[src/rtl/vector_fetch_if.sv]
// Vector-list fetch bus: frame handshake, RAM read port and line-drawer handshake.
interface vector_fetch_if #(
  parameter int OUT_WIDTH = 8,
  parameter int ADR_WIDTH = 16,
  parameter int DATAWIDTH = 18
);
  logic                 draw_frame;
  logic                 frame_done;
  logic [ADR_WIDTH-1:0] adrREAD;
  logic [DATAWIDTH-1:0] dataREAD;
  logic                 line_start;
  logic [OUT_WIDTH-1:0] x0;
  logic [OUT_WIDTH-1:0] y0;
  logic [OUT_WIDTH-1:0] x1;
  logic [OUT_WIDTH-1:0] y1;
  logic                 line_done;

  // Fetch engine side.
  modport master (
    input  draw_frame, dataREAD, line_done,
    output frame_done, adrREAD, line_start, x0, y0, x1, y1
  );

  // Frame writer / RAM / line drawer side.
  modport slave (
    output draw_frame, dataREAD, line_done,
    input  frame_done, adrREAD, line_start, x0, y0, x1, y1
  );
endinterface

[src/rtl/vector_fetch.sv]
// Walks a vector list in RAM (move / draw / no-op / end entries) and hands
// each draw entry to a line drawer as a pair of endpoints.
module vector_fetch #(
  parameter int OUT_WIDTH = 8,
  parameter int ADR_WIDTH = 16,
  parameter int DATAWIDTH = 18
) (
  input  logic           clk,
  input  logic           rst,
  vector_fetch_if.master bus,
  output logic [2:0]     state_debug
);

  typedef enum logic [2:0] {
    IDLE       = 3'd0,
    FETCH      = 3'd1,
    WAIT_DATA  = 3'd2,
    DECODE     = 3'd3,
    START_LINE = 3'd4,
    WAIT_LINE  = 3'd5,
    FINISH     = 3'd6
  } state_t;

  state_t               state;
  state_t               state_next;
  logic                 draw_prev;
  logic                 start;
  logic [OUT_WIDTH-1:0] cur_x;
  logic [OUT_WIDTH-1:0] cur_y;
  logic [OUT_WIDTH-1:0] ent_x;
  logic [OUT_WIDTH-1:0] ent_y;
  logic                 ent_line;
  logic                 ent_pos;
  logic                 is_end;
  logic                 is_draw;
  logic                 is_move;
  logic                 adr_last;

  assign ent_x    = bus.dataREAD[DATAWIDTH-1 -: OUT_WIDTH];
  assign ent_y    = bus.dataREAD[DATAWIDTH-OUT_WIDTH-1 -: OUT_WIDTH];
  assign ent_line = bus.dataREAD[1];
  assign ent_pos  = bus.dataREAD[0];
  assign is_end   = ent_line & ent_pos;
  assign is_draw  = ent_line & ~ent_pos;
  assign is_move  = ~ent_line & ent_pos;
  assign adr_last = &bus.adrREAD;
  assign start    = bus.draw_frame & ~draw_prev;

  // State register.
  always_ff @(posedge clk or negedge rst) begin
    if (!rst) state <= IDLE;
    else      state <= state_next;
  end

  // Next-state logic; a non-end entry at the last address ends the frame
  // (even a draw) so the address never wraps.
  always_comb begin
    state_next = state;
    case (state)
      IDLE:       if (start) state_next = FETCH;
      FETCH:      state_next = WAIT_DATA;
      WAIT_DATA:  state_next = DECODE;
      DECODE: begin
        if (is_end || adr_last) state_next = FINISH;
        else if (is_draw)       state_next = START_LINE;
        else                    state_next = FETCH;
      end
      START_LINE: state_next = WAIT_LINE;
      WAIT_LINE:  if (bus.line_done) state_next = FETCH;
      FINISH:     state_next = IDLE;
      default:    state_next = IDLE;
    endcase
  end

  // Pulse outputs and state visibility.
  always_comb begin
    bus.line_start = (state == START_LINE);
    bus.frame_done = (state == FINISH);
    state_debug    = state;
  end

  // Address, current point, endpoint registers and draw_frame edge history.
  always_ff @(posedge clk or negedge rst) begin
    if (!rst) begin
      draw_prev   <= 1'b0;
      bus.adrREAD <= '0;
      cur_x       <= '0;
      cur_y       <= '0;
      bus.x0      <= '0;
      bus.y0      <= '0;
      bus.x1      <= '0;
      bus.y1      <= '0;
    end else begin
      draw_prev <= bus.draw_frame;
      case (state)
        IDLE: begin
          if (start) begin
            bus.adrREAD <= '0;
            cur_x       <= '0;
            cur_y       <= '0;
          end
        end
        DECODE: begin
          if (!is_end && !adr_last) begin
            if (is_draw) begin
              bus.x0 <= cur_x;
              bus.y0 <= cur_y;
              bus.x1 <= ent_x;
              bus.y1 <= ent_y;
            end else begin
              bus.adrREAD <= bus.adrREAD + ADR_WIDTH'(1);
              if (is_move) begin
                cur_x <= ent_x;
                cur_y <= ent_y;
              end
            end
          end
        end
        WAIT_LINE: begin
          if (bus.line_done) begin
            cur_x       <= bus.x1;
            cur_y       <= bus.y1;
            bus.adrREAD <= bus.adrREAD + ADR_WIDTH'(1);
          end
        end
        default: ;
      endcase
    end
  end

endmodule
[src/flat_wrapper.sv]
// flat-port wrapper written by rule: the top's interface ports become plain ports
module vector_fetch_flat 
#(
  parameter int OUT_WIDTH = 8,
  parameter int ADR_WIDTH = 16,
  parameter int DATAWIDTH = 18
)
  (clk, rst, state_debug, bus_draw_frame, bus_dataREAD, bus_line_done, bus_frame_done, bus_adrREAD, bus_line_start, bus_x0, bus_y0, bus_x1, bus_y1);
  vector_fetch_if #(.OUT_WIDTH(OUT_WIDTH), .ADR_WIDTH(ADR_WIDTH), .DATAWIDTH(DATAWIDTH)) bus_i ();
  input  logic clk;
  input  logic rst;
  output logic [2:0] state_debug;
  input wire logic [$bits(bus_i.draw_frame)-1:0] bus_draw_frame;
  input wire logic [$bits(bus_i.dataREAD)-1:0] bus_dataREAD;
  input wire logic [$bits(bus_i.line_done)-1:0] bus_line_done;
  output wire logic [$bits(bus_i.frame_done)-1:0] bus_frame_done;
  output wire logic [$bits(bus_i.adrREAD)-1:0] bus_adrREAD;
  output wire logic [$bits(bus_i.line_start)-1:0] bus_line_start;
  output wire logic [$bits(bus_i.x0)-1:0] bus_x0;
  output wire logic [$bits(bus_i.y0)-1:0] bus_y0;
  output wire logic [$bits(bus_i.x1)-1:0] bus_x1;
  output wire logic [$bits(bus_i.y1)-1:0] bus_y1;
  assign bus_i.draw_frame = bus_draw_frame;
  assign bus_i.dataREAD = bus_dataREAD;
  assign bus_i.line_done = bus_line_done;
  assign bus_frame_done = bus_i.frame_done;
  assign bus_adrREAD = bus_i.adrREAD;
  assign bus_line_start = bus_i.line_start;
  assign bus_x0 = bus_i.x0;
  assign bus_y0 = bus_i.y0;
  assign bus_x1 = bus_i.x1;
  assign bus_y1 = bus_i.y1;
  vector_fetch #(.OUT_WIDTH(OUT_WIDTH), .ADR_WIDTH(ADR_WIDTH), .DATAWIDTH(DATAWIDTH)) u_core (.clk(clk), .rst(rst), .bus(bus_i), .state_debug(state_debug));
endmodule
[config.mk]
export PLATFORM = sky130hd
export DESIGN_NAME = vector_fetch_flat
export DESIGN_NICKNAME = d
export VERILOG_FILES = /design/src/rtl/vector_fetch_if.sv /design/src/rtl/vector_fetch.sv /design/src/flat_wrapper.sv
export SDC_FILE = /design/constraint.sdc
export NUM_CORES = 1
export LEC_CHECK = 0
export ABC_AREA = 1
export CAP_MARGIN = 20
export CORE_MARGIN = 1.5
export CORE_UTILIZATION = 30
export CTS_CLUSTER_DIAMETER = 200
export DETAILED_ROUTE_END_ITERATION = 10
export PLACE_DENSITY = 0.62
export SLEW_MARGIN = 40
export SYNTH_ARGS = -nofsm -noshare
export SYNTH_HDL_FRONTEND = slang
export SYNTH_SLANG_ARGS = --single-unit
[constraint.sdc]
create_clock -name clk -period 2.45 [get_ports clk]
set_input_delay 0.6125 -clock clk [delete_from_list [all_inputs] [get_ports clk]]
set_output_delay 0.6125 -clock clk [all_outputs]
set_load 0.02 [all_outputs]
==> results.tsv <==
metric	value	unit
path_clk_slew	50	ps
final_cells	648	
cp_max_fo	7	
netlist.area_leader.share	0.501	
crit_path_start_kind	flop	
drive_above_1_share	0.0886	
via_per_inst	4.77	
maxSlewViolCount	0	
gp_congestion	0.839	
num_vias	3094	
row_count	38	
synthTopCellsByCount	144 x nand2_1, 68 x dfrtp_1, 47 x inv_1, 27 x nand3_1, 26 x o21ai_0	
clk_latency	330	ps
synthesis.nets	448	
post_cts_buffers	0	
clock_sinks	68	
dr.pass1.iters	4	
nNetsFinal	526	
initial_utilization	0.310	
worst_pin_slew	512	ps
fillers	1114	
worstSetupStartpoint	u_core.state_debug[2]	
r2r-start	u_core.bus.adrREAD[0]	
num_antenna_cells	0	
grt_pass1_vias	2977	
coreArea	10900	sq um
hold_class	in2async	
synth_fa_ha_area_frac	0.00369	
critPathCaptureType	primary output	
hold_viol_final	0	
ys_async_sr_fraction	1.00	
cts-root-buf	clkbuf_16	
clk_path_buf_depth	2	
ys.flop_type	dfrtp_1	
synth_most_common_cell	nand2_1	
rrSetupSlack	260	ps
syn-cell-area	3390	sq um
ys_seq_elements	68	
rsz0062_at_grt	false	
ios	75	
reg2reg_depth	10	
totalWireLength	8.62	mm
syn_inst	425	
clock_skew	7.02	ps
syn_area_per_cell	7.99	sq um
whs	281	ps
fin_crit	2340	ps
drt-initial-drc-count	194	
setup_tns	0	ps
critPathMaxStageDelay	650	ps
final_util	0.424	
die_area	12000	sq um
relSlewSlack	0.656	
portBuffers	74	
dp_cells	632	
grt_first_pass_wirelength	14.2	mm
grt_overflow	0	
die_x	109	microns
seq_area_frac_synth	0.501	
r2r_end	u_core.cur_x[7]	
place_ws	107	ps
crit_chain	inv_2, nor3_1, clkdlybuf4s50_1	
synth_xor_area_frac	0.0129	
ir_worst_vdd	0.000455	V
synth_top_family_by_area	simple AND/OR/NAND/NOR gates	
yosysWarnings	0	
worstSetupPathType	reg2out	
die_h	109	microns
fmax	428	MHz
hpwl	5.83	mm
fin_crit_sh	0.954	
p_per_area	1120	nW/um^2
finalSetupViolations	0	
p_leak	2.20	nW
htreeDepth	3	
synth_mux_area_frac	0	
setup_slack	113	ps
synth_edf_count	0	
synth_area_leaders	dfrtp_1 50%, nand2_1 16%, inv_1 5.2%	
endpoint	bus_frame_done	
grt_antenna_before_repair	0	
critPathArrivalTime	1720	ps
cts_tree	done	
syn_to_final_growth	36.5	%
numCtsBuffers	9	
maxCapViolCount	0	
synth_compound_area_frac	0.0936	
cp_slowest_cell	clkdlybuf4s50_1	
yosysUniqueCellTypes	31	
grt_max_degree	69	
crit_required	1840	ps
drc	0	
finalPower	5.17	mW
fin_area	4630	sq um
synth_area_leader_cell	dfrtp_1	
postRouteAntennaNets	0	
wl_per_cell	13.3	microns
track_usage	0.151	
status	finished, final reports clean	
yosys.area_share.simple	0.304	
placed_area	4290	sq um
[kinds of logic after synthesis]
kind of cell               Yosys count
and+or+nand+nor                    231
DFF                                 68
buffers and inverters               66
AOI/OAI and AO/OA                   54
xor gates and xnor gates             5
adders and majority gates            1
[how the worst min path moves through the flow]
| stage | start | endpoint | slack, ps | cells after the start |
|---|---|---|---|---|
| floorplan | rst | u_core.bus.adrREAD[0] | 320 | 0 |
| global placement | u_core.cur_y[5] | u_core.cur_y[5] | 460 | 2 |
| detailed placement | u_core.bus.y0[6] | u_core.bus.y0[6] | 460 | 2 |
| CTS | rst | u_core.bus.y1[4] | 320 | 2 |
| global route | rst | u_core.bus.y0[2] | 340 | 2 |
| finish | rst | u_core.bus.adrREAD[8] | 280 | 2 |
[cells in the final DEF (no fill, tap or decap), types with 9 or more instances in the layout]
master,n
nand4_1,20
clkdlybuf4s50_1,72
nor2_1,22
o21ai_0,26
nand2_1,144
inv_1,47
o22ai_1,16
buf_4,10
dfrtp_1,68
nand3_1,27
clkbuf_16,9
[registers in the layout (all words and copies together), names as in the netlist]
| register | cells |
|---|---|
| u_core.bus.adrREAD | 16 |
| u_core.bus.y0 | 8 |
| u_core.cur_x | 8 |
| u_core.cur_y | 8 |
| u_core.bus.x1 | 8 |
| u_core.draw_prev | 1 |
| u_core.state_debug | 3 |
| u_core.bus.y1 | 8 |
| u_core.bus.x0 | 8 |
[per-layer routing]
| metal | part of all wire | vias to the layer above | track usage | wire, microns |
|---|---|---|---|---|
| met4 | 0.017 | 0 | 0.0519 | 145 |
| met3 | 0.045 | 13 | 0.0326 | 390 |
| met2 | 0.46 | 64 | 0.236 | 3960 |
| met1 | 0.48 | 1485 | 0.207 | 4120 |
| met5 | 0 | - | 0 | 0 |
| li1 | - | 1532 | - | - |
[cell type report]
| cell class | instances | area [sq um] | area share |
|---|---|---|---|
| multi-input combinational | 291 | 1410 | 0.303 |
| timing repair buffer | 85 | 833 | 0.180 |
| clock buffer | 11 | 253 | 0.0546 |
| tap | 140 | 175 | 0.0378 |
| clock inverter | 5 | 83.8 | 0.0181 |
| sequential | 68 | 1700 | 0.367 |
| inverter | 48 | 180 | 0.0389 |
[critical path: cells and delay by family (launching register included)]
family	cells	cell delay, ps
buf+inv	2	740
flops	1	480
simple gates	1	190
[where the power goes]
group	switching (mW)	leakage, nW	internal, mW
Sequential	0.225	0.904	1.43
Clock	0.487	0.158	0.948
Combinational	1.27	1.14	0.807
Total	1.99	2.20	3.18
[timing repair]
item,4_1_cts,5_1_grt
hold buffers,0,0
endpoints found under the setup margin,0,1
gates resized for setup,0,1
Power figures use the tool's default switching activity.
